--- src/rtl/ide_ctrl_pkg.sv ---
// Shared types and default timing for the IDE device-side control signal generator.
//   - iordy_state_e / dmarq_state_e : FSM state encodings
//   - *Dflt localparams             : default timing in ATA PIO-mode-4 clk cycles
package ide_ctrl_pkg;

   typedef enum logic [1:0] {
      IordyIdle,
      IordyWait,
      IordyRelease
   } iordy_state_e;

   typedef enum logic [1:0] {
      DmarqIdle,
      DmarqReq,
      DmarqHold
   } dmarq_state_e;

   localparam int unsigned IordyTimeoutDflt = 1250;
   localparam int unsigned IordyReleaseDflt = 2;
   localparam int unsigned DmaBurstDflt     = 16;
   localparam int unsigned DmaHoldoffDflt   = 4;

endpackage

--- src/rtl/ide_ctrl_signal_gen_if.sv ---
// Bundle between the register file / strobe detector / sector buffer and the signal
// generator, plus the pin-cell drive pairs it produces.
//   master : drives the control inputs, observes the pin drive values
//   slave  : the signal generator itself
interface ide_ctrl_signal_gen_if;

   logic cfg_nien;
   logic dev_selected;
   logic irq_set;
   logic irq_clr;
   logic status_rd;
   logic strobe;
   logic data_ready;
   logic dma_en;
   logic dma_avail;
   logic dma_xfer;
   logic intrq_out;
   logic intrq_oe;
   logic iordy_out;
   logic iordy_oe;
   logic dmarq_out;
   logic dmarq_oe;
   logic iordy_timeout;

   modport master (
      output cfg_nien, dev_selected, irq_set, irq_clr, status_rd, strobe, data_ready,
      output dma_en, dma_avail, dma_xfer,
      input  intrq_out, intrq_oe, iordy_out, iordy_oe, dmarq_out, dmarq_oe, iordy_timeout
   );

   modport slave (
      input  cfg_nien, dev_selected, irq_set, irq_clr, status_rd, strobe, data_ready,
      input  dma_en, dma_avail, dma_xfer,
      output intrq_out, intrq_oe, iordy_out, iordy_oe, dmarq_out, dmarq_oe, iordy_timeout
   );

endinterface

--- src/rtl/ide_iordy_fsm.sv ---
// IORDY wait-state generator. A host strobe that the buffer cannot yet satisfy pulls
// IORDY low until data_ready or a timeout, then drives it high briefly before tristating.
//   clk, rst_n       : clock (rising edge), async active-low reset
//   strobe_i         : host DIOR-/DIOW- detected (pulse)
//   data_ready_i     : buffer can complete the access
//   iordy_out_o/oe_o : registered pin drive pair
//   iordy_timeout_o  : one-cycle pulse when the wait expired without data_ready
module ide_iordy_fsm import ide_ctrl_pkg::*; #(
   parameter int unsigned IORDY_TIMEOUT = IordyTimeoutDflt,
   parameter int unsigned IORDY_RELEASE = IordyReleaseDflt
) (
   input  logic clk,
   input  logic rst_n,
   input  logic strobe_i,
   input  logic data_ready_i,
   output logic iordy_out_o,
   output logic iordy_oe_o,
   output logic iordy_timeout_o
);

   localparam int unsigned WaitW = $clog2(IORDY_TIMEOUT + 1);
   localparam int unsigned RelW  = $clog2(IORDY_RELEASE + 1);

   iordy_state_e     state_q;
   logic [WaitW-1:0] wait_cnt_q;
   logic [RelW-1:0]  rel_cnt_q;
   logic             out_q, oe_q, tmo_q;

   always_ff @(posedge clk or negedge rst_n) begin
      if (!rst_n) begin
         state_q    <= IordyIdle;
         wait_cnt_q <= '0;
         rel_cnt_q  <= '0;
         out_q      <= 1'b0;
         oe_q       <= 1'b0;
         tmo_q      <= 1'b0;
      end else begin
         tmo_q <= 1'b0;
         case (state_q)
            IordyIdle: begin
               // Strobes the buffer can satisfy immediately need no wait state.
               if (strobe_i && !data_ready_i) begin
                  state_q    <= IordyWait;
                  wait_cnt_q <= '0;
                  oe_q       <= 1'b1;
                  out_q      <= 1'b0;
               end
            end
            IordyWait: begin
               if (data_ready_i || (wait_cnt_q == WaitW'(IORDY_TIMEOUT - 1))) begin
                  state_q   <= IordyRelease;
                  rel_cnt_q <= '0;
                  out_q     <= 1'b1;
                  // data_ready on the final wait cycle is a normal completion.
                  tmo_q     <= !data_ready_i;
               end else if (wait_cnt_q < WaitW'(IORDY_TIMEOUT)) begin
                  wait_cnt_q <= wait_cnt_q + WaitW'(1);
               end
            end
            IordyRelease: begin
               if (rel_cnt_q >= RelW'(IORDY_RELEASE - 1)) begin
                  state_q <= IordyIdle;
                  oe_q    <= 1'b0;
                  out_q   <= 1'b0;
               end else begin
                  rel_cnt_q <= rel_cnt_q + RelW'(1);
               end
            end
            default: begin
               state_q <= IordyIdle;
               oe_q    <= 1'b0;
               out_q   <= 1'b0;
            end
         endcase
      end
   end

   assign iordy_out_o     = out_q;
   assign iordy_oe_o      = oe_q;
   assign iordy_timeout_o = tmo_q;

endmodule

--- src/rtl/ide_ctrl_signal_gen.sv ---
// Drive value / output-enable generator for the device-side INTRQ, IORDY and DMARQ pins.
// All outputs are registered on the rising edge; the pin cells resample on the falling edge.
//   clk, rst_n : clock (rising edge), async active-low reset
//   bus        : slave side of ide_ctrl_signal_gen_if (control inputs, pin drive pairs,
//                iordy_timeout pulse)
module ide_ctrl_signal_gen import ide_ctrl_pkg::*; #(
   parameter int unsigned IORDY_TIMEOUT = IordyTimeoutDflt,
   parameter int unsigned IORDY_RELEASE = IordyReleaseDflt,
   parameter int unsigned DMA_BURST     = DmaBurstDflt,
   parameter int unsigned DMA_HOLDOFF   = DmaHoldoffDflt
) (
   input logic                  clk,
   input logic                  rst_n,
   ide_ctrl_signal_gen_if.slave bus
);

   localparam int unsigned BurstW = $clog2(DMA_BURST + 1);
   localparam int unsigned HoldW  = $clog2(DMA_HOLDOFF + 1);

   // INTRQ: set has priority over any clear arriving in the same cycle.
   logic intrq_q, intrq_oe_q;

   always_ff @(posedge clk or negedge rst_n) begin
      if (!rst_n) begin
         intrq_q    <= 1'b0;
         intrq_oe_q <= 1'b0;
      end else begin
         if (bus.irq_set) begin
            intrq_q <= 1'b1;
         end else if (bus.irq_clr || bus.status_rd) begin
            intrq_q <= 1'b0;
         end
         intrq_oe_q <= bus.dev_selected && !bus.cfg_nien;
      end
   end

   ide_iordy_fsm #(
      .IORDY_TIMEOUT (IORDY_TIMEOUT),
      .IORDY_RELEASE (IORDY_RELEASE)
   ) u_iordy (
      .clk             (clk),
      .rst_n           (rst_n),
      .strobe_i        (bus.strobe),
      .data_ready_i    (bus.data_ready),
      .iordy_out_o     (bus.iordy_out),
      .iordy_oe_o      (bus.iordy_oe),
      .iordy_timeout_o (bus.iordy_timeout)
   );

   // DMARQ
   dmarq_state_e      dq_state_q;
   logic [BurstW-1:0] burst_cnt_q, burst_nxt;
   logic [HoldW-1:0]  hold_cnt_q;
   logic              dmarq_q, dmarq_oe_q;

   always_comb begin
      burst_nxt = burst_cnt_q;
      if (bus.dma_xfer && (burst_cnt_q < BurstW'(DMA_BURST))) begin
         burst_nxt = burst_cnt_q + BurstW'(1);
      end
   end

   always_ff @(posedge clk or negedge rst_n) begin
      if (!rst_n) begin
         dq_state_q  <= DmarqIdle;
         burst_cnt_q <= '0;
         hold_cnt_q  <= '0;
         dmarq_q     <= 1'b0;
         dmarq_oe_q  <= 1'b0;
      end else begin
         dmarq_oe_q <= bus.dma_en;
         if (!bus.dma_en) begin
            dq_state_q  <= DmarqIdle;
            burst_cnt_q <= '0;
            hold_cnt_q  <= '0;
            dmarq_q     <= 1'b0;
         end else begin
            case (dq_state_q)
               DmarqIdle: begin
                  if (bus.dma_avail) begin
                     dq_state_q  <= DmarqReq;
                     burst_cnt_q <= '0;
                     dmarq_q     <= 1'b1;
                  end
               end
               DmarqReq: begin
                  // A word moved in the same cycle the buffer runs dry still counts.
                  burst_cnt_q <= burst_nxt;
                  if ((burst_nxt == BurstW'(DMA_BURST)) || !bus.dma_avail) begin
                     dq_state_q <= DmarqHold;
                     hold_cnt_q <= '0;
                     dmarq_q    <= 1'b0;
                  end
               end
               DmarqHold: begin
                  // The IDLE decision is taken on the last holdoff edge so DMARQ stays low
                  // for exactly DMA_HOLDOFF cycles between back-to-back bursts.
                  if (hold_cnt_q >= HoldW'(DMA_HOLDOFF - 1)) begin
                     if (bus.dma_avail) begin
                        dq_state_q  <= DmarqReq;
                        burst_cnt_q <= '0;
                        dmarq_q     <= 1'b1;
                     end else begin
                        dq_state_q <= DmarqIdle;
                     end
                  end else begin
                     hold_cnt_q <= hold_cnt_q + HoldW'(1);
                  end
               end
               default: begin
                  dq_state_q <= DmarqIdle;
                  dmarq_q    <= 1'b0;
               end
            endcase
         end
      end
   end

   assign bus.intrq_out = intrq_q;
   assign bus.intrq_oe  = intrq_oe_q;
   assign bus.dmarq_out = dmarq_q;
   assign bus.dmarq_oe  = dmarq_oe_q;

endmodule

--- src/flat_wrapper.sv ---
// flat-port wrapper written by rule: the top's interface ports become plain ports
module ide_ctrl_signal_gen_flat import ide_ctrl_pkg::*;
#(
   parameter int unsigned IORDY_TIMEOUT = IordyTimeoutDflt,
   parameter int unsigned IORDY_RELEASE = IordyReleaseDflt,
   parameter int unsigned DMA_BURST     = DmaBurstDflt,
   parameter int unsigned DMA_HOLDOFF   = DmaHoldoffDflt
)
  (clk, rst_n, bus_cfg_nien, bus_dev_selected, bus_irq_set, bus_irq_clr, bus_status_rd, bus_strobe, bus_data_ready, bus_dma_en, bus_dma_avail, bus_dma_xfer, bus_intrq_out, bus_intrq_oe, bus_iordy_out, bus_iordy_oe, bus_dmarq_out, bus_dmarq_oe, bus_iordy_timeout);
  ide_ctrl_signal_gen_if bus_i ();
  input logic clk;
  input logic rst_n;
  input wire logic [$bits(bus_i.cfg_nien)-1:0] bus_cfg_nien;
  input wire logic [$bits(bus_i.dev_selected)-1:0] bus_dev_selected;
  input wire logic [$bits(bus_i.irq_set)-1:0] bus_irq_set;
  input wire logic [$bits(bus_i.irq_clr)-1:0] bus_irq_clr;
  input wire logic [$bits(bus_i.status_rd)-1:0] bus_status_rd;
  input wire logic [$bits(bus_i.strobe)-1:0] bus_strobe;
  input wire logic [$bits(bus_i.data_ready)-1:0] bus_data_ready;
  input wire logic [$bits(bus_i.dma_en)-1:0] bus_dma_en;
  input wire logic [$bits(bus_i.dma_avail)-1:0] bus_dma_avail;
  input wire logic [$bits(bus_i.dma_xfer)-1:0] bus_dma_xfer;
  output wire logic [$bits(bus_i.intrq_out)-1:0] bus_intrq_out;
  output wire logic [$bits(bus_i.intrq_oe)-1:0] bus_intrq_oe;
  output wire logic [$bits(bus_i.iordy_out)-1:0] bus_iordy_out;
  output wire logic [$bits(bus_i.iordy_oe)-1:0] bus_iordy_oe;
  output wire logic [$bits(bus_i.dmarq_out)-1:0] bus_dmarq_out;
  output wire logic [$bits(bus_i.dmarq_oe)-1:0] bus_dmarq_oe;
  output wire logic [$bits(bus_i.iordy_timeout)-1:0] bus_iordy_timeout;
  assign bus_i.cfg_nien = bus_cfg_nien;
  assign bus_i.dev_selected = bus_dev_selected;
  assign bus_i.irq_set = bus_irq_set;
  assign bus_i.irq_clr = bus_irq_clr;
  assign bus_i.status_rd = bus_status_rd;
  assign bus_i.strobe = bus_strobe;
  assign bus_i.data_ready = bus_data_ready;
  assign bus_i.dma_en = bus_dma_en;
  assign bus_i.dma_avail = bus_dma_avail;
  assign bus_i.dma_xfer = bus_dma_xfer;
  assign bus_intrq_out = bus_i.intrq_out;
  assign bus_intrq_oe = bus_i.intrq_oe;
  assign bus_iordy_out = bus_i.iordy_out;
  assign bus_iordy_oe = bus_i.iordy_oe;
  assign bus_dmarq_out = bus_i.dmarq_out;
  assign bus_dmarq_oe = bus_i.dmarq_oe;
  assign bus_iordy_timeout = bus_i.iordy_timeout;
  ide_ctrl_signal_gen #(.IORDY_TIMEOUT(IORDY_TIMEOUT), .IORDY_RELEASE(IORDY_RELEASE), .DMA_BURST(DMA_BURST), .DMA_HOLDOFF(DMA_HOLDOFF)) u_core (.clk(clk), .rst_n(rst_n), .bus(bus_i));
endmodule
--- config.mk ---
export PLATFORM = sky130hd
export DESIGN_NAME = ide_ctrl_signal_gen_flat
export DESIGN_NICKNAME = d
export VERILOG_FILES = /design/src/rtl/ide_ctrl_pkg.sv /design/src/rtl/ide_ctrl_signal_gen_if.sv /design/src/rtl/ide_iordy_fsm.sv /design/src/rtl/ide_ctrl_signal_gen.sv /design/src/flat_wrapper.sv
export SDC_FILE = /design/constraint.sdc
export NUM_CORES = 1
export LEC_CHECK = 0
export CAP_MARGIN = 5
export CORE_MARGIN = 4
export CORE_UTILIZATION = 53
export DETAILED_ROUTE_END_ITERATION = 8
export PLACE_DENSITY = 0.83
export SETUP_SLACK_MARGIN = 0.2
export SYNTH_ARGS = -nofsm -noshare
export SYNTH_HDL_FRONTEND = slang
export SYNTH_SLANG_ARGS = --single-unit
export TNS_END_PERCENT = 5
--- constraint.sdc ---
create_clock -name clk -period 3.8 [get_ports clk]
set_input_delay 0.38 -clock clk [delete_from_list [all_inputs] [get_ports clk]]
set_output_delay 0.38 -clock clk [all_outputs]
set_load 0.05 [all_outputs]
---- Word-level counts from Yosys, hierarchy flattened ----
Cells that the tools add are included.
storage, ports and cells
  register bits ........................... 32
  input bits .............................. 12
  output and inout port bits .............. 7
  logic and storage cells ................. 103
operators by class
  add/subtract/negate cells ............... 4
  order comparisons ....................... 4
  equal/unequal tests ..................... 18
  multiplexer cells ....................... 41
  bitwise gates (word level) .............. 1
  reduce and logical (&&, ||, !) cells .... 22
operators with widths
  operator               count
  $mux 11                3
  $pmux 11 s2            1
  $mux 5                 4
  $mux 2                 9
  $pmux 5 s3             1
  $reduce_and 3->1       5
  $mux 1                 13
  $ne 2x2->1 const B     6
  $pmux 2 s3             2
  $add 11x1->11 const B  1
  $eq 11x11->1 const B   1
  $lt 11x11->1 const B   1
  $mux 3                 3
  $pmux 1 s3             3
  $ne 3x2->1 const B     2
  $ne 3x3->1 const B     2
  $pmux 3 s2             1
  $reduce_bool 2->1      3
  $add 5x1->5 const B    1
  $eq 5x5->1 const B     1
  $lt 5x5->1 const B     1
  $eq 2x1->1 const B     2
  $eq 2x2->1 const B     2
  $logic_not 2->1        2
  13 further kinds       20

---- Longest topological paths before layout ----
Gate-level depths: netlist (run 1).
  depth after elaboration ................. 8
  depth in mapped cells ................... 8
  gate-level depth less buffers ........... 8

---- Cells and area by module ----
A second synthesis (run 1) with hierarchy kept.
unflattened totals
  cell total of the unflattened synthesis .. 201
  area total of the unflattened synthesis .. 1958.1 µm²
modules (own cells, without submodules)
  module               instances  cells each  area an instance (µm²)  sequential area each (µm²)
  ide_iordy_fsm        1          124         1171.1                  425.4
  ide_ctrl_signal_gen  1          77          787.0                   350.3

---- Worst setup path after synthesis (run 1) ----
OpenSTA, ideal clock, no wires.
  path type ............................... register to register
  start point ............................. register u_core.hold_cnt_q[0]
  end point ............................... register u_core.dq_state_q[1]
  setup time .............................. 64 ps
  arrival time ............................ 1932 ps
  data required time ...................... 3736 ps
  slack ................................... 1804 ps
  cell stages (with the launch flop) ...... 9
  path buffers ............................ 1
  period minus slack after synthesis ...... 1996 ps
  path through ............................ dfrtp_1 -> ha_1 -> ha_1 -> a211oi_1 -> and2_1 -> clkbuf_1 -> o21ai_0 -> a221oi_1 -> a211o_1
on the way
  cells in the longest elaborated chain, start to end .. 3
ends and longest elaborated chain
  what                               RTL line                    RTL
  start, declared                    ide_ctrl_signal_gen.sv:53   logic [HoldW-1:0] hold_cnt_q;
  start signal, assigned             ide_ctrl_signal_gen.sv:107  hold_cnt_q <= hold_cnt_q + HoldW'(1);
  $ge 3x2->1                         ide_ctrl_signal_gen.sv:98   if (hold_cnt_q >= HoldW'(DMA_HOLDOFF - 1)) begin
  $ne 3x2->1 (no source line)        n/a
  $reduce_and 3->1 (no source line)  n/a
  end signal, assigned               ide_ctrl_signal_gen.sv:100  dq_state_q <= DmarqReq;
  end signal, assigned               ide_ctrl_signal_gen.sv:104  dq_state_q <= DmarqIdle;
  end signal, assigned               ide_ctrl_signal_gen.sv:111  dq_state_q <= DmarqIdle;
  end, declared                      ide_ctrl_signal_gen.sv:51   dmarq_state_e dq_state_q;
No other way between the ends.
A chain may end at the register's enable or synchronous reset.

---- Worst setup path after layout (run 1) ----
  start point ............................. register u_core.u_iordy.wait_cnt_q[8]
  end point ............................... register u_core.u_iordy.wait_cnt_q[6]
on the way
  cells in the longest elaborated chain, start to end .. 4
  elaborated cells between the ends (all ways) .. 6
  classes of those cells .................. order compare (1); eq/ne (3); reduce/logical (2)
ends and longest elaborated chain
  what                                                                  RTL line             RTL
  start, declared                                                       ide_iordy_fsm.sv:25  logic [WaitW-1:0] wait_cnt_q;
  start signal, assigned                                                ide_iordy_fsm.sv:57  wait_cnt_q <= wait_cnt_q + WaitW'(1);
  parallel branches: the longest is 3 deep, another holds $lt 11x11->1  n/a
  $reduce_and 4->1 (no source line) (*)                                 n/a
Every way passes the cells marked *.

==> impl_metrics.yaml, run 1 <==
synth:
  syn-instance-count: 192
  synth_area_leader_cell: "dfrtp_1"
  synth_seq_cells: 31
  synth_compound_area_share_pct: 20.8
  synthesis.nets: 214
  syn_area_um2: 1840
  synth_area_leaders: "dfrtp_1 42%, ha_1 6.8%, nand2_1 3.1%"
  ys_types: 49
  synth_warnings: 0
  yosysTopAreaCellShare_pct: 42.1
  avgSynthCellArea_um2: 9.61
  seq_area_frac_synth_pct: 42.1
  synth-xor-area-share_pct: 0
  synth_top_family_by_area: "simple AND/OR/NAND/NOR gates"
  synthMuxAreaShare_pct: 2.71
  synthAdderAreaFrac_pct: 6.78
  synth_simple_gate_area_share_pct: 23.9
die:
  dieArea_um2: 4490
  core.rowCount: 21
  fp.coreArea_um2: 3340
  io_pins: 19
  die_h_um: 67.0
  start_util_pct: 55.3
  die_w_um: 67.0
critical_path:
  cp-end-kind: "register"
  reg2reg_to: "u_core.u_iordy.wait_cnt_q[6]"
  worst_path_max_delay_cell: "or4_4"
  critPathTopFamily: "simple AND/OR/NAND/NOR gates"
  cp.buffers_inverters: 0
  crit_path_start_kind: "register"
  max_stage_delay_ns: 0.59
  crit_type: "reg2reg"
  cp_max_fo: 15
  timing.critical_path.depth: 5
  worstPathCellList: "or4_4, nor3_2, nor2b_1, or4_1, a21oi_1"
  startpoint: "u_core.u_iordy.wait_cnt_q[8]"
  rr_startpoint: "u_core.u_iordy.wait_cnt_q[8]"
  critPathArrivalTime_ns: 2.42
  endpoint: "u_core.u_iordy.wait_cnt_q[6]"
  cp.required_ns: 4.05
  r2r_cells: 5
  rrSetupSlack_ns: 1.63
run_status:
  status: "complete, no violations"
layout:
  drive_gt1_share_pct: 9.26
  multi_input_area_um2: 1000
  seq_area_um2: 776
  antennaDiodeCount: 0
  layout_commonest_cell: "dfrtp_1"
  area_growth_pct: 16.9
  final_cell_mix: "31 x dfrtp_1, 18 x clkdlybuf4s50_1, 15 x nand2_1"
  nets: 237
  final_cell_count_no_fill: 262
  fillerInstances: 288
  design_area_um2: 2160
cts:
  ctsResizeCount: 0
  post_cts_buffers: 0
  clock_latency_ns: 0.33
  cts_made_buffers: 5
  cts_tree: "built"
  cts_sinks: 31
  root_buffer: "clkbuf_4"
  clk_pin_slew_ns: 0.10
  hold_buffers: 0
  htreeDepth: 2
  cts_buffer_depth: 2
power:
  powerDensity_nw_per_um2: 434
  pwr-share-seq_pct: 43.5
  power_switching_mw: 0.317
  clkPwrFrac_pct: 29.0
  internal_power_mw: 0.620
  leakage_nw: 0.956
  vdd_drop_max_v: 0.000284
  combPwrFrac_pct: 27.5
  p_sw_share_pct: 33.8
sta:
  rsz0062_at_grt: "no"
  finalHoldViolCount: 0
  setup_viol_count_final: 0
  slew_headroom_pct: 39.0
  worst_slew_pin_slew_ns: 0.913
  period_minus_slack_ns: 2.17
  final.setup.tns_ns: 0
  drv_slew: 0
  max_freq_ghz: 0.462
  fin_crit_sh_pct: 57.0
  fin_worst_skew_ns: 0.00820
  postLayoutSetupSlackWorst_ns: 1.63
placed_design:
  dp_cells: 254
  pre_cts_ws_ns: 1.46
  dp_hpwl_mm: 2.78
  io_buffers: 18
  gp_congestion: 0.876
  place_area_um2: 2070
flow_run:
  cap_violations: 0
grt:
  grt_usage_pct: 20.0
  grt.overflow.total: 0
  antenna_found_initial: 0
  grt_max_degree: 32
  grt_pass1_vias: 1557
  grt_pass1_wl_mm: 6.71
route:
  drc_errors: 0
  antenna_left: 0
  dr.pass1.iters: 4
  wl_per_cell_um: 14.4
  vias: 1564
  wl_mm: 3.77
  drtIter0Drc: 137
  viasPerCell: 5.97
hold_path:
  hold_path_class: "in2async"
==> kinds of logic after synthesis <==
| family | count (synthesis) |
|---|---|
| simple gates | 76 |
| mux | 5 |
| flops | 31 |
| buf+inv | 16 |
| compound gates | 54 |
| fa+ha+maj | 10 |
==> registers in the layout, summed over array words and instances, names as in the netlist <==
| name | count |
|---|---|
| u_core.u_iordy.wait_cnt_q | 11 |
| u_core.burst_cnt_q | 5 |
| u_core.hold_cnt_q | 3 |
| u_core.dq_state_q | 2 |
| u_core.u_iordy.rel_cnt_q | 2 |
| u_core.u_iordy.state_q | 2 |
| u_core.bus.dmarq_oe | 1 |
| u_core.bus.dmarq_out | 1 |
| u_core.bus.intrq_oe | 1 |
| u_core.bus.intrq_out | 1 |
| u_core.u_iordy.iordy_oe_o | 1 |
| u_core.u_iordy.iordy_timeout_o | 1 |
==> stage by stage <==
stage | total power, mW | hold WS (ns) | utilization (%)
after floorplan | 0.590 | 0.0844 | -
after global placement | 0.663 | 0.462 | 62.0
after detailed placement | 0.671 | 0.504 | 62.0
after CTS | 0.946 | 0.433 | 64.6
after global routing | 0.992 | 0.448 | 64.6
final | 0.937 | 0.425 | 64.6
==> synthesized netlist by cell type (all sizes together) <==
master and count:
dfrtp 31, nand2 15, inv 13, nor2 12, a21oi 11, ha 10
nand3 10, o21ai 9, nor2b 6, o31ai 6, a21o 5, mux2i 5
or4 5, nand2b 4, nor3 4, or2 4, and3 3, nand4 3
nor4 3, a211oi 2, a221oi 2, a41oi 2, and2 2, buf 2
o22ai 2, o311ai 2, o31a 2, o41ai 2, a211o 1, a22o 1
a31o 1, a31oi 1, a32o 1, a32oi 1, a41o 1, and4 1
clkbuf 1, nand3b 1, nand4bb 1, nor3b 1, o21a 1, o32ai 1
or3 1
==> power groups by stage <==
stage          sequential (mW)  clock (mW)  combinational (mW)
2_1_floorplan            0.444           0               0.146
3_3_place_gp             0.411           0               0.252
3_5_place_dp             0.413           0               0.258
4_1_cts                  0.407       0.280               0.259
5_1_grt                  0.412       0.296               0.284
6_report                 0.408       0.272               0.257
==> layout make-up <==
class	instances	area share, %
Clock buffer	6	2.38
Clock inverter	2	1.63
Inverter	13	2.26
Multi-Input combinational cell	145	46.4
Sequential cell	31	36.0
Tap cell	46	2.67
Timing Repair Buffer	19	8.71
==> per-layer routing <==
metal,GRT usage [%],share of wire [%],vias to the layer above
li1,-,-,765
met1,24.1,44,756
met2,32.5,50,36
met3,6.24,5.2,7
met4,8.61,1.6,0
met5,0,0,-
==> worst min path at each step <==
stage | slack [ns] | end | start | cells after the start
2_1_floorplan | 0.08 | u_core.burst_cnt_q[0] | rst_n | 0
3_3_place_gp | 0.46 | u_core.u_iordy.rel_cnt_q[0] | u_core.u_iordy.rel_cnt_q[0] | 1
3_5_place_dp | 0.50 | u_core.u_iordy.rel_cnt_q[0] | u_core.u_iordy.rel_cnt_q[0] | 1
4_1_cts | 0.43 | u_core.bus.dmarq_out | rst_n | 2
5_1_grt | 0.45 | u_core.u_iordy.wait_cnt_q[3] | rst_n | 2
6_report | 0.42 | u_core.bus.dmarq_out | rst_n | 2
Note: power is estimated with default switching activity, not from simulation.
==> run 2: changes to the inputs <==
Clock period 3.8 ns to 2.1 ns, I/O delays scaled along.
==> run 2 against run 1 <==
Effect of this change:
- worst setup slack worse by 1.5 ns
- flip-flop and latch count stayed put
- wire length is 16% higher
- hold slack worse by 0.17 ns
- critical path type unchanged
- largest power group unchanged
- non-clock buffer count is 22 higher
==> impl_metrics.yaml, run 2 (synthesis gave the netlist of run 1 again) <==
run_status:
  status: "complete, no violations"
die:
  core.rowCount: 21
  fp.coreArea_um2: 3340
  die_w_um: 67.0
  die_h_um: 67.0
  start_util_pct: 55.3
  io_pins: 19
  dieArea_um2: 4490
grt:
  grt_pass1_vias: 1562
  grt_pass1_wl_mm: 6.78
  grt_max_degree: 32
  grt_usage_pct: 20.0
  antenna_found_initial: 0
  grt.overflow.total: 0
sta:
  rsz0062_at_grt: "yes"
  drv_slew: 0
  slew_headroom_pct: 66.6
  fin_crit_sh_pct: 94.2
  final.setup.tns_ns: 0
  worst_slew_pin_slew_ns: 0.499
  postLayoutSetupSlackWorst_ns: 0.123
  max_freq_ghz: 0.506
  fin_worst_skew_ns: 0.0106
  period_minus_slack_ns: 1.98
  setup_viol_count_final: 0
  finalHoldViolCount: 0
route:
  wl_mm: 4.38
  vias: 1690
  wl_per_cell_um: 15.4
  dr.pass1.iters: 4
  viasPerCell: 5.95
  drc_errors: 0
  antenna_left: 0
  drtIter0Drc: 202
critical_path:
  crit_path_start_kind: "register"
  cp-end-kind: "register"
  critPathArrivalTime_ns: 2.25
  cp_max_fo: 8
  cp.required_ns: 2.37
  crit_type: "reg2reg"
hold_path:
  hold_path_class: "in2async"
layout:
  antennaDiodeCount: 0
  nets: 259
  final_cell_mix: "30 x dfrtp_1, 21 x buf_4, 18 x clkdlybuf4s50_1"
  top_regs: "u_core.u_iordy.wait_cnt_q: 11 flops, u_core.burst_cnt_q: 5 flops, u_core.hold_cnt_q: 3 flops"
  area_growth_pct: 31.2
  design_area_um2: 2420
  largest_register_ffs: 11
  final_cell_count_no_fill: 284
  drive_gt1_share_pct: 23.5
  top_register: "u_core.u_iordy.wait_cnt_q"
  layout_commonest_cell: "dfrtp_1"
power:
  powerDensity_nw_per_um2: 774
  leakage_nw: 1.09
  power.total_mw: 1.87
  vdd_drop_max_v: 0.000415
placed_design:
  pre_cts_ws_ns: -0.0256
  dp_cells: 269
  dp_hpwl_mm: 2.95
  gp_congestion: 0.828
  io_buffers: 18
  place_area_um2: 2190
cts:
  clock_latency_ns: 0.34
  cts_made_buffers: 5
  root_buffer: "clkbuf_4"
  htreeDepth: 2
  clk_pin_slew_ns: 0.11
  cts_sinks: 31
  cts_tree: "built"
  cts_buffer_depth: 2
flow_run:
  cap_violations: 0
-- run 2: cell types whose count changed in the layout (fill, tap and decap cells not counted), sizes merged --
| cell | delta |
|---|---|
| buf | +21 |
| clkbuf | +1 |
-- run 2: cell type report --
| type | instances | area [µm²] |
|---|---|---|
| clock buffers | 6 | 51.3 |
| inverters | 13 | 48.8 |
| fillers | 234 | 917 |
| multi-input cells | 145 | 1070 |
| repair buffers | 41 | 383 |
| well taps | 46 | 57.6 |
| flip-flops and latches | 31 | 777 |
| clock inverters | 2 | 35.0 |
-- run 2: power breakdown --
group	internal (mW)	switching, mW
Clock	0.281	0.219
Combinational	0.295	0.365
Sequential	0.661	0.0521
-- run 2: path summary, 6_finish.rpt --
check                                        startpoint                            to  slack (ns)  cells past startpoint
max                        u_core.u_iordy.wait_cnt_q[6]  u_core.u_iordy.wait_cnt_q[5]        0.12                      7
min                                               rst_n  u_core.u_iordy.wait_cnt_q[1]        0.25                      2
max reg2reg                u_core.u_iordy.wait_cnt_q[6]  u_core.u_iordy.wait_cnt_q[5]        0.12                      7
min reg2reg                 u_core.u_iordy.rel_cnt_q[0]   u_core.u_iordy.rel_cnt_q[0]        0.49                      1
max in group asynchronous                         rst_n         u_core.burst_cnt_q[0]        1.53                      2
min in group clk                           bus_cfg_nien           u_core.bus.intrq_oe        0.39                      2
-- run 2: per-layer routing --
metal	share of wire, %	global-route usage [%]	wire length (µm)	up-vias
li1	-	-	-	816
met1	43	25.1	1900	806
met2	49	33.2	2130	59
met3	6.1	3.88	265	9
met4	2.0	8.61	86	0
met5	0	0	0	-
-- run 2: timing repair --
item	4_1_cts	5_1_grt
pin swaps	1	10
hold buffers	0	0
gates resized for setup	6	11
setup buffers	2	4
gates cloned	0	1
endpoints found under the setup margin	20	24
-- run 2: metrics by stage --
| stage | utilization, % | hold slack (ns) |
|---|---|---|
| after floorplan | - | -0.0856 |
| after global placement | 65.5 | 0.460 |
| after detailed placement | 65.5 | 0.472 |
| after CTS | 69.6 | 0.261 |
| after global routing | 72.5 | 0.270 |
| final | 72.5 | 0.250 |
-- run 2: worst max-delay path: stages (launching register included) --
cell	delay, ns
dfrtp_1	0.41
nand3_1	0.13
buf_4	0.14
nor4_4	0.05
o31a_4	0.40
buf_12	0.14
or4_4	0.51
a21oi_2	0.13
==> run 3: changes to the inputs <==
Settings changed: ABC_AREA set to 1.
==> run 3 against run 2 <==
Effect of this change:
- first-iteration DRC count shrank 53%
- combinational power increased by 3%
- area after synthesis fell by 1.0%
- power decreased by 4.4%
==> impl_metrics.yaml, run 3 <==
layout:
  final_cell_count_no_fill: 307
  area_growth_pct: 15.5
  final_cell_mix: "63 x nand2_1, 31 x dfrtp_1, 30 x inv_1"
  fillerInstances: 312
  layout_commonest_cell: "nand2_1"
  top_regs: "u_core.u_iordy.wait_cnt_q: 11 flops, u_core.burst_cnt_q: 5 flops, u_core.hold_cnt_q: 3 flops"
  largest_register_ffs: 11
  top_register: "u_core.u_iordy.wait_cnt_q"
  seq_area_um2: 776
  multi_input_area_um2: 898
  nets: 283
  antennaDiodeCount: 0
  drive_gt1_share_pct: 7.28
cts:
  cts_sinks: 31
  ctsResizeCount: 0
  htreeDepth: 2
  cts_made_buffers: 5
  post_cts_buffers: 0
  root_buffer: "clkbuf_4"
  hold_buffers: 0
  clk_pin_slew_ns: 0.09
  cts_tree: "built"
  cts_buffer_depth: 2
  clock_latency_ns: 0.33
sta:
  fin_crit_sh_pct: 85.5
  postLayoutSetupSlackWorst_ns: 0.305
  slew_headroom_pct: 65.1
  worst_slew_pin_slew_ns: 0.523
  max_freq_ghz: 0.557
  finalHoldViolCount: 0
  fin_worst_skew_ns: 0.00455
  final.setup.tns_ns: 0
  period_minus_slack_ns: 1.79
  setup_viol_count_final: 0
  drv_slew: 0
  rsz0062_at_grt: "yes"
grt:
  grt_max_degree: 32
  grt.overflow.total: 0
  grt_usage_pct: 18.1
  antenna_found_initial: 0
  grt_pass1_vias: 1421
  grt_pass1_wl_mm: 6.18
die:
  core.rowCount: 21
  io_pins: 19
  die_h_um: 66.7
  die_w_um: 66.7
  dieArea_um2: 4450
  start_util_pct: 54.7
  fp.coreArea_um2: 3340
run_status:
  status: "complete, no violations"
synth:
  synth_seq_cells: 31
  synthAdderAreaFrac_pct: 6.85
  avgSynthCellArea_um2: 7.67
  syn_area_um2: 1830
  syn-instance-count: 238
  synth-xor-area-share_pct: 3.36
  synthesis.nets: 260
  synth_top_family_by_area: "simple AND/OR/NAND/NOR gates"
  synth-edff-count: 0
  yosysMostFrequentCell: "nand2_1"
  synth_compound_area_share_pct: 9.46
  synth_simple_gate_area_share_pct: 29.3
  async_reset_ff_share_pct: 100
  synth_area_leader_cell: "dfrtp_1"
  ys.flop_type: "dfrtp_1"
  synth_warnings: 0
  ys_types: 29
  yosysTopAreaCellShare_pct: 42.5
  synth_area_leaders: "dfrtp_1 42%, nand2_1 13%, ha_1 6.9%"
  synth.top_cells.by_count: "63 x nand2_1, 31 x dfrtp_1, 30 x inv_1"
  synthMuxAreaShare_pct: 0
  seq_area_frac_synth_pct: 42.5
critical_path:
  cp.required_ns: 1.89
  max_stage_delay_ns: 0.83
  critPathTopFamily: "buffers and inverters"
  critPathArrivalTime_ns: 1.58
  worst_path_max_delay_cell: "clkdlybuf4s50_1"
  worstPathCellList: "clkdlybuf4s50_1"
  crit_type: "reg2out"
  cp.buffers_inverters: 1
  cp-end-kind: "output pin"
  crit_path_start_kind: "register"
  cp_max_fo: 5
route:
  vias: 1544
  viasPerCell: 5.03
  drtIter0Drc: 94
  drc_errors: 0
  dr.pass1.iters: 5
  antenna_left: 0
  wl_per_cell_um: 10.9
  wl_mm: 3.33
power:
  leakage_nw: 0.994
  power.total_mw: 1.79
  vdd_drop_max_v: 0.000349
  powerDensity_nw_per_um2: 849
flow_run:
  cap_violations: 0
placed_design:
  io_buffers: 18
  gp_congestion: 0.896
  pre_cts_ws_ns: 0.232
  dp_cells: 300
  dp_hpwl_mm: 2.55
hold_path:
  hold_path_class: "in2async"
## run 3: changes by cell type in the layout (fill, tap and decap cells not counted), moves of 7 or more
| cell | before | now |
|---|---|---|
| nor2_1 | 12 | 25 |
| nor3_1 | 1 | 8 |
| buf_4 | 21 | 2 |
| inv_1 | 13 | 30 |
| a21oi_1 | 9 | 2 |
| nand2_1 | 14 | 63 |
## run 3: path summary, 6_finish.rpt
| check | from | end | slack [ns] | cells after the start |
|---|---|---|---|---|
| max | u_core.u_iordy.state_q[1] | bus_iordy_out | 0.31 | 1 |
| min | rst_n | u_core.u_iordy.wait_cnt_q[10] | 0.27 | 2 |
| max reg2reg | u_core.hold_cnt_q[0] | u_core.burst_cnt_q[4] | 0.40 | 9 |
| min reg2reg | u_core.bus.intrq_out | u_core.bus.intrq_out | 0.49 | 1 |
| max in group asynchronous | rst_n | u_core.bus.dmarq_out | 1.55 | 2 |
| min in group clk | bus_dev_selected | u_core.bus.intrq_oe | 0.39 | 3 |
## run 3: layout make-up
cell class	count	area share [%]
clock buffer	6	2.43
clock inverter	1	0.237
inverter	32	5.93
multi-input combinational	171	42.6
sequential	31	36.8
tap	46	2.73
timing repair buffer	20	9.26
## run 3: logic make-up after synthesis
logic type / after synthesis
simple gates: 124
buf+inv: 36
flops: 31
compound gates: 30
fa+ha+maj: 10
xor+xnor: 7
## run 3: metal layers
metal	vias to the layer above	wire [µm]	track usage [%]	part of all wire (%)
met3	6	150	5.90	4.5
li1	809	-	-	-
met5	-	0	0	0
met2	29	1550	29.0	46
met4	0	46	4.57	1.4
met1	700	1590	23.6	48
## run 3: report_power, final
group	switching, mW	internal (mW)
Sequential	0.0747	0.687
Clock	0.195	0.155
Combinational	0.449	0.231
## run 3: per-stage QoR
| stage | hold WS [ns] | util (%) | cell area, µm² |
|---|---|---|---|
| 2_1_floorplan | -0.0856 | - | 1830 |
| 3_3_place_gp | 0.462 | 61.3 | 2050 |
| 3_5_place_dp | 0.479 | 61.3 | 2050 |
| 4_1_cts | 0.262 | 63.0 | 2100 |
| 5_1_grt | 0.279 | 63.2 | 2110 |
| 6_report | 0.267 | 63.2 | 2110 |
==> variant, RTL diff (flow settings as in run 3) <==
Encoding of `iordy_state_e`: now one-hot (3 bits for 3 states).
--- a/src/rtl/ide_ctrl_pkg.sv
+++ b/src/rtl/ide_ctrl_pkg.sv
@@ -3,10 +3,10 @@
 //   - *Dflt localparams             : default timing in ATA PIO-mode-4 clk cycles
 package ide_ctrl_pkg;
 
-   typedef enum logic [1:0] {
-      IordyIdle,
-      IordyWait,
-      IordyRelease
+   typedef enum logic [2:0] {
+      IordyIdle    = 3'b001,
+      IordyWait    = 3'b010,
+      IordyRelease = 3'b100
    } iordy_state_e;
 
    typedef enum logic [1:0] {
Function: same outputs for any inputs over 10 cycles, from zero or initial values and one cycle with rst_n low; not proved beyond that.
==> variant against run 3 <==
Routed wire length up 3.1%; critical path depth did not move; highest routed layer unchanged; design area rose by 3.3%; synthesized area rose by 2.6%; worst hold slack worse by 7.4 ps; worst setup slack improved by 52 ps; clock skew is 12 ps higher; utilization up 1.6 points; total power up 7.6%; synthesized cell count is 1.7% higher; maximum frequency grew 3.0%; critical endpoint unchanged; cell count grew 2.6%; sequential cell count rose by 1.
==> variant: results (changes against run 3) <==
The share of the synthesized netlist area taken by xor and xnor gates is 0.0234 (was 0.0336), and the share of layout cells above drive strength 1 is 0.0967 (was 0.0728). The net switching fraction of the power was 0.413 (was 0.401). The floorplan die area is 4550 um2 (was 4450 um2), and the static leakage is 1.03 nW (was 0.994 nW). The maximum number of pins on one net before global-route repair was 33 (was 32); the met3 capacity usage during global routing was 0.0433 (was 0.0590).

Worst hold-check path type: primary input to async pin (unchanged). The maximum fanout along the worst path was 3 (was 5). The run gives 140 (was 94) as the initial DRC count.

The count of TritonRoute iterations in the first routing pass is 4 (was 5), and the global-route wire length before repair is 6170 um (was 6180 um). Largest registers: u_core.u_iordy.wait_cnt_q x11, u_core.burst_cnt_q x5 (was u_core.u_iordy.wait_cnt_q x11, u_core.burst_cnt_q x5, u_core.hold_cnt_q x3). The post-route clock skew is 16.2 ps (was 4.55 ps). The logs give 28 (was 29) for the distinct cell type count after synthesis and 290 (was 283) for the final net count. The logs give 0.000775 W (was 0.000680 W) for the power in combinational cells and 0.180 (was 0.181) for the overall track demand over capacity in global routing. The share of the synthesized area in compound gates (AO/OA/AOI/OAI) came out at 0.0842 (was 0.0946).

The worst vdd rail ir drop was 0.599 mV (was 0.349 mV); the number of nets produced by synthesis was 264 (was 260). The flow ran to the end, and the final reports show no timing, DRC or antenna violations. The tools report the half-perimeter wire length after placement as 2610 um (was 2550 um). The logs give 291 (was 312) for the fill cell total of the finished layout and 3440 um (was 3330 um) for the total length of routed wires. The run gives 0.428 (was 0.425) as the post-synthesis sequential area ratio. The actual transition at the worst max-transition pin was 520 ps (was 523 ps). Top cells by count, synth: nand2_1 (72), dfrtp_1 (31), inv_1 (27), o21ai_0 (18) (was nand2_1 (63), dfrtp_1 (31), inv_1 (30), nor2_1 (27)).

The met1 global-route usage is 0.229 (was 0.236). The sequential fraction of design power was 0.406 (was 0.425). The switching power came out at 0.000795 W (was 0.000719 W).

Leading post-synthesis cells by cell area: dfrtp_1 (41%), nand2_1 (14%), ha_1 (6.7%) (was dfrtp_1 (42%), nand2_1 (13%), ha_1 (6.9%)). The data arrival at the endpoint of the critical path was 1530 ps (was 1580 ps); the via count of the first global-routing pass was 1496 (was 1421). The fraction of the mapped netlist area in adder cells came out at 0.0668 (was 0.0685).
variant: cell count changes in the layout (fill, tap and decap cells not counted), sizes merged, moves of 2 or more:
cell,delta
a21oi,+2
inv,-4
nand2,+11
nand3,+4
nand3b,+2
nor2,-10
nor3,+5
o21ai,-4
xor2,-2
variant: per-stage QoR:
step / setup WS (ps) / instance area [um2] / instances
3_5_place_dp: 325 / 2110 / 307
2_1_floorplan: 576 / 1870 / 242
6_report: 357 / 2180 / 315
5_1_grt: 224 / 2180 / 315
3_3_place_gp: 396 / 2110 / 307
4_1_cts: 334 / 2170 / 315
variant: worst paths after layout:
| kind | from | to | slack, ps | cells past startpoint |
|---|---|---|---|---|
| setup / recovery | u_core.u_iordy.state_q[2] | bus_iordy_out | 360 | 1 |
| hold / removal | rst_n | u_core.u_iordy.wait_cnt_q[5] | 260 | 2 |
| setup reg to reg | u_core.hold_cnt_q[0] | u_core.burst_cnt_q[3] | 440 | 8 |
| hold reg to reg | u_core.bus.intrq_out | u_core.bus.intrq_out | 490 | 1 |
| max in group asynchronous | rst_n | u_core.u_iordy.state_q[0] | 1520 | 2 |
| min in group clk | bus_dev_selected | u_core.bus.intrq_oe | 390 | 3 |
variant: cell type report:
type | instances | area share
repair buffers | 21 | 0.0931
clock inverters | 2 | 0.00460
clock buffers | 6 | 0.0236
inverters | 28 | 0.0483
well taps | 46 | 0.0264
flip-flops and latches | 32 | 0.368
multi-input cells | 180 | 0.436
variant: what timing repair did:
action	4_1_cts	5_1_grt
hold buffers	0	0
gates resized for setup	0	1
setup endpoints to repair	0	3
variant: metal layers:
layer,routed length (um),share of wire
met1,1610,0.47
met2,1620,0.47
met3,159,0.046
met4,42,0.012
met5,0,0
